**src/rtl/uart2bus_pkg.sv**
```systemverilog
// Shared types and defaults for the uart2bus internal bus fabric.
// Latency: n/a (package only).
// Backpressure: n/a (package only).
package uart2bus_pkg;

    localparam int ADDR_W_DEF  = 16;
    localparam int DATA_W_DEF  = 8;
    localparam int MAX_MASTERS = 8;

    typedef enum logic [1:0] {
        IDLE  = 2'd0,
        GRANT = 2'd1,
        TURN  = 2'd2
    } arb_state_t;

    // Index width for a vector of n entries; never narrower than one bit.
    function automatic int idx_width(input int n);
        return (n > 1) ? $clog2(n) : 1;
    endfunction

endpackage

```
**src/rtl/rr_pick.sv**
```systemverilog
// Combinational round-robin picker: first set bit of req at or above ptr, wrapping.
// Latency: combinational, zero cycles.
// Backpressure: none; valid is low when no request bit is set.
//   req    : request vector, one bit per requester
//   ptr    : highest-priority index for this pick
//   winner : chosen index (0 when valid is low)
//   valid  : at least one request present
module rr_pick #(
    parameter int N     = 2,
    parameter int IDX_W = 1
) (
    input  logic [N-1:0]     req,
    input  logic [IDX_W-1:0] ptr,
    output logic [IDX_W-1:0] winner,
    output logic             valid
);

    // One extra bit so ptr + offset cannot overflow before the wrap subtract.
    localparam int SUM_W = IDX_W + 1;

    logic [SUM_W-1:0] sum;

    always_comb begin
        winner = '0;
        valid  = 1'b0;
        sum    = '0;
        for (int i = 0; i < N; i++) begin
            sum = {1'b0, ptr} + SUM_W'(i);
            if (sum >= SUM_W'(N)) begin
                sum = sum - SUM_W'(N);
            end
            if (!valid && req[sum[IDX_W-1:0]]) begin
                valid  = 1'b1;
                winner = sum[IDX_W-1:0];
            end
        end
    end

endmodule

```
**src/rtl/uart2bus_bus_arbiter.sv**
```systemverilog
// Round-robin arbiter sharing the internal bus between N masters, with hold limit and no-grant strobe flag.
// Latency: gnt one cycle after req seen in IDLE; release takes one cycle, then two gnt-free cycles before the next owner.
// Backpressure: masters wait on m_gnt; an owner holding past MAX_HOLD while others wait is forced off and must re-request.
//   m_req/m_gnt                : per-master request and registered one-hot grant
//   m_address/m_wr_data        : packed per-master address and write data, master i at [i*W +: W]
//   m_write/m_read             : per-master strobes, forwarded only for the owner
//   bus_*                      : shared slave bus, zero when nobody owns it
//   m_rd_data                  : slave read data broadcast to every master
//   err_no_gnt/err_clr         : sticky flag for strobes without a grant, and its clear
module uart2bus_bus_arbiter
    import uart2bus_pkg::*;
#(
    parameter int N_MASTERS = 2,
    parameter int ADDR_W    = ADDR_W_DEF,
    parameter int DATA_W    = DATA_W_DEF,
    parameter int MAX_HOLD  = 16
) (
    input  logic                            clock,
    input  logic                            reset,
    input  logic [N_MASTERS-1:0]            m_req,
    output logic [N_MASTERS-1:0]            m_gnt,
    input  logic [N_MASTERS*ADDR_W-1:0]     m_address,
    input  logic [N_MASTERS*DATA_W-1:0]     m_wr_data,
    input  logic [N_MASTERS-1:0]            m_write,
    input  logic [N_MASTERS-1:0]            m_read,
    output logic [DATA_W-1:0]               m_rd_data,
    output logic [ADDR_W-1:0]               bus_address,
    output logic [DATA_W-1:0]               bus_wr_data,
    output logic                            bus_write,
    output logic                            bus_read,
    input  logic [DATA_W-1:0]               bus_rd_data,
    output logic                            err_no_gnt,
    input  logic                            err_clr
);

    localparam int IDX_W    = idx_width(N_MASTERS);
    localparam int HOLD_W   = (MAX_HOLD > 0) ? $clog2(MAX_HOLD + 1) : 1;
    localparam int HOLD_LIM = (MAX_HOLD > 0) ? MAX_HOLD - 1 : 0;

    arb_state_t         state;
    logic [IDX_W-1:0]   owner;
    logic [IDX_W-1:0]   rr_ptr;
    logic [IDX_W-1:0]   pick_idx;
    logic               pick_vld;
    logic [IDX_W-1:0]   next_ptr;
    logic [HOLD_W-1:0]  hold_cnt;
    logic               gnt_any;
    logic               others_req;
    logic               hold_expired;
    logic               release_now;
    logic               strobe_no_gnt;

    rr_pick #(
        .N     (N_MASTERS),
        .IDX_W (IDX_W)
    ) u_pick (
        .req    (m_req),
        .ptr    (rr_ptr),
        .winner (pick_idx),
        .valid  (pick_vld)
    );

    // Only meaningful in GRANT, where m_gnt is exactly the owner bit.
    assign others_req   = |(m_req & ~m_gnt);
    // Covers both the exact limit and the saturated case, so a late
    // competitor still triggers release on its first cycle.
    assign hold_expired = (MAX_HOLD != 0) && (hold_cnt >= HOLD_W'(HOLD_LIM));
    assign release_now  = !m_req[owner] || (hold_expired && others_req);
    assign next_ptr     = (owner == IDX_W'(N_MASTERS - 1)) ? '0 : owner + 1'b1;

    assign strobe_no_gnt = |((m_write | m_read) & ~m_gnt);

    always_ff @(posedge clock) begin
        if (!reset) begin
            state      <= IDLE;
            owner      <= '0;
            m_gnt      <= '0;
            rr_ptr     <= '0;
            hold_cnt   <= '0;
            err_no_gnt <= 1'b0;
        end else begin
            // A new violation outranks a clear in the same cycle.
            err_no_gnt <= strobe_no_gnt | (err_no_gnt & ~err_clr);
            case (state)
                IDLE: begin
                    if (pick_vld) begin
                        state    <= GRANT;
                        owner    <= pick_idx;
                        m_gnt    <= N_MASTERS'(1) << pick_idx;
                        hold_cnt <= '0;
                    end
                end
                GRANT: begin
                    if (hold_cnt != HOLD_W'(MAX_HOLD)) begin
                        hold_cnt <= hold_cnt + 1'b1;
                    end
                    if (release_now) begin
                        m_gnt  <= '0;
                        rr_ptr <= next_ptr;
                        state  <= TURN;
                    end
                end
                TURN: begin
                    state <= IDLE;
                end
                default: begin
                    state <= IDLE;
                end
            endcase
        end
    end

    // Gating by reset blanks the bus in the very cycle reset is applied,
    // so an owner's in-flight strobe never reaches a slave during reset.
    assign gnt_any = reset & (|m_gnt);

    always_comb begin
        bus_address = '0;
        bus_wr_data = '0;
        for (int i = 0; i < N_MASTERS; i++) begin
            if (gnt_any && owner == IDX_W'(i)) begin
                bus_address = m_address[i*ADDR_W +: ADDR_W];
                bus_wr_data = m_wr_data[i*DATA_W +: DATA_W];
            end
        end
    end

    // Read and write from the owner pass through together; the slave
    // decides what to do with a simultaneous pair.
    assign bus_write = gnt_any & m_write[owner];
    assign bus_read  = gnt_any & m_read[owner];
    assign m_rd_data = bus_rd_data;

endmodule
```
**config.mk**
```make
export PLATFORM = sky130hd
export DESIGN_NAME = uart2bus_bus_arbiter
export DESIGN_NICKNAME = d
export VERILOG_FILES = /design/src/rtl/uart2bus_pkg.sv /design/src/rtl/rr_pick.sv /design/src/rtl/uart2bus_bus_arbiter.sv
export SDC_FILE = /design/constraint.sdc
export NUM_CORES = 1
export LEC_CHECK = 0
export CORE_UTILIZATION = 29
export DETAILED_ROUTE_END_ITERATION = 6
export PLACE_DENSITY = 0.86
export SLEW_MARGIN = 20
export SYNTH_ARGS = -nofsm -noshare
export SYNTH_HDL_FRONTEND = slang
export SYNTH_SLANG_ARGS = --single-unit
export TNS_END_PERCENT = 100
```
**constraint.sdc**
```tcl
create_clock -name clock -period 1.9 [get_ports clock]
set_input_delay 0.285 -clock clock [delete_from_list [all_inputs] [get_ports clock]]
set_output_delay 0.285 -clock clock [all_outputs]
set_load 0.05 [all_outputs]
```
==> qor.csv <==
metric,value,unit
CP Depth,5,
Clock transition at path regs,0.07,ns
die area,3670,sq um
post-synth net total,185,
worst-margin pin slew,0.515,ns
synthesized area per cell,8.50,sq um
Post-Synth XOR/XNOR Area,0,
NetSw,413,uW
vias per cell,5.18,
# Post-CTS Setup Buffers,0,
Yosys top cell by area,dfxtp_1,
crit path time final,1.80,ns
internal power,724,uW
Setup TNS,0,ns
mux share of post-synthesis cell area,0.0201,
FF-to-FF path depth,7,
first-pass iteration count of the detailed router,4,
Seq pwr share,0.254,
top-area cell type share of the netlist area,0.242,
crit-path leading delay family,compound AO/OA/AOI/OAI gates,
I/O Pins,102,
"Largest stage delay, worst path",0.35,ns
Core Region,3150,sq um
final setup fails,0,
# clock sinks,12,
Crit Path Category,flop to output pin,
Skew-Pair Late Insertion Delay,0.28,ns
Netlist Area Pre-Place,995,sq um
max-cap viol count,0,
fmax,556,MHz
max-slew violation count,0,
clock root cell,clkbuf_4,
total global-route track usage,0.208,
vias in the first global route,1145,
detailed-route wire length per cell,17.3,um
antenna cells,0,
FF-to-FF Start,hold_cnt[0],
# rows,20,
Worst slew margin,0.655,
synth-to-layout area growth,121,%
Filler cells,251,
cell with the most instances after synthesis,a22o_1,
most frequent cells after synthesis,"a22o_1 (26), dfxtp_1 (12), buf_4 (8)",
simple-gate share of the synthesized area,0.192,
crit-path max FO,7,
clk_skew,0.00393,ns
Worst Setup EP,bus_address[14],
total number of yosys warnings,0,
CP max-delay cell,dfxtp_2,
CTS tree,done,
CTS Buffer Depth,2,
initial antenna violation count,0,
"Worst Setup Slack, final",0.100,ns
async set-or-reset flop fraction in the synthesized netlist,0,
Synth area leaders,"dfxtp_1 (24%), a22o_1 (23%), buf_4 (6.0%), o21a_1 (5.3%), ha_1 (3.8%)",
Most used DFF post-synth,dfxtp_1,
H-tree levels,1,
Synth Area in Adders,0.0377,
layout cells sized above 1,0.228,
Finished Core Util,0.696,
leak pwr,0.000840,uW
Post-Place Setup Slack,0.0386,ns
Pwr Total,1140,uW
CP arrival,1.52,ns
DRC,0,
Worst VDD drop,0.495,mV
Compound-Gate Fraction of Synth Area,0.382,
launch point of the critical path,m_gnt[1],
"Seq/Total Area, Yosys",0.242,
Routed WL,4170,um
CP endpoint kind,output pin,
Post-synth EDFFs,0,
Pwr Density,518,nW/um^2
sw frac,0.363,
logic gate share of total power,0.564,
DR vias,1248,
largest family of logic cells by synthesized area,compound AO/OA/AOI/OAI gates,
end of the worst register-to-register path,state[1],
Netlist cell types,32,
synthesized flop and latch total,12,
Nets,266,
Worst EP required,1.62,ns
first-pass GRT wire length,5580,um
R2R Setup Slk,0.21,ns
DP HPWL,3380,um
Startpoint Class,flop,
Initial Utilization,0.315,
Clock Power Share,0.182,
Buf/Inv on CP,2,
Iter 0 DRT Violations,58,
RePlAce Congestion,0.828,
critical-path cell list,o21ai_2 -> nor2_4 -> clkbuf_16 -> a22o_1 -> buf_12,
Die Y,60.6,um
# port buffers,85,
"Hold-fix buffers, CTS",0,
pin count of the biggest net entering global routing,27,
unrepaired setup endpoints after global routing,no,
status,completed,
Num CTS Buffers,3,
Tcrit/Tclk final,0.947,
Fin. Hold Viols,0,
Cells after Synth,117,
die width,60.6,um
Final ANT Viol Nets,0,
Worst Hold Class,flop to flop,
grt ovf,0,
-- metrics by stage --
stage,cell area [sq um],instances,hold WS [ns]
global route,2190,241,0.495
detailed placement,2110,235,0.466
CTS,2140,239,0.480
global placement,2110,235,0.447
floorplan,997,117,0.432
finish,2190,241,0.476
-- registers in the layout, indices dropped and copies added, names as in the netlist --
register,count
err_no_gnt,1
hold_cnt,5
m_gnt,2
owner,1
rr_ptr,1
state,2
-- power by group through the flow --
stage / clock [uW] / sequential [uW] / combinational (uW)
5_1_grt: 223 / 290 / 672
3_5_place_dp: 0 / 292 / 623
3_3_place_gp: 0 / 292 / 614
4_1_cts: 210 / 287 / 623
6_report: 207 / 288 / 642
2_1_floorplan: 0 / 310 / 308
-- cell type report --
cell class	instances	area, sq um	area share
repair buffers	90	1200	0.546
inverters	6	22.5	0.0103
well taps	44	55.1	0.0251
flip-flops and latches	12	244	0.111
multi-input cells	85	638	0.291
clock buffers	4	36.3	0.0165
-- worst min path at each step --
stage,depth (start not counted),startpoint,end,slack [ns]
final,2,rr_ptr,rr_ptr,0.48
after global routing,2,rr_ptr,rr_ptr,0.49
after CTS,2,rr_ptr,rr_ptr,0.48
after detailed placement,2,rr_ptr,rr_ptr,0.47
after global placement,2,rr_ptr,rr_ptr,0.45
after floorplan,2,rr_ptr,rr_ptr,0.43
-- what timing repair did --
action / CTS / global route
setup endpoints to repair: 0 / 26
resized for setup: 0 / 4
hold endpoints to repair: 0 / 0
-- routing by layer --
metal	up-vias	global-route usage	share of wire
met5	-	0	0
met2	64	0.410	0.53
met4	0	0.0584	0.020
li1	600	-	-
met3	9	0.0533	0.10
met1	575	0.213	0.35
-- kinds of logic (layout without fill, tap and decap cells) --
family,after synthesis,after routing
multiplexers,2,2
buffers and inverters,20,100
adder cells (fa/ha/maj),3,3
AO/OA/AOI/OAI,47,47
AND/OR/NAND/NOR,33,33
flip-flops,12,12
-- worst register-to-register path: stages, from the launching register on --
cell	delay, ns
dfxtp_1	0.36
ha_1	0.25
and3_2	0.22
ha_1	0.17
nor2_1	0.10
a22oi_1	0.09
o21a_1	0.23
and2_1	0.17
-- placed cells by master (no fill, tap or decap), drive strengths merged, types with 2 or more instances in the layout --
master         count
buf               30
clkdlybuf4s50     58
clkbuf             5
inv                6
nor2               7
nand4              2
a211oi             2
mux2i              2
nand2              5
o21ai              6
nand2b             3
and2               2
nand3              3
o2bb2ai            2
nor3               5
ha                 3
dfxtp             12
o21a               7
a22o              26
(Power assumes the default switching activity.)
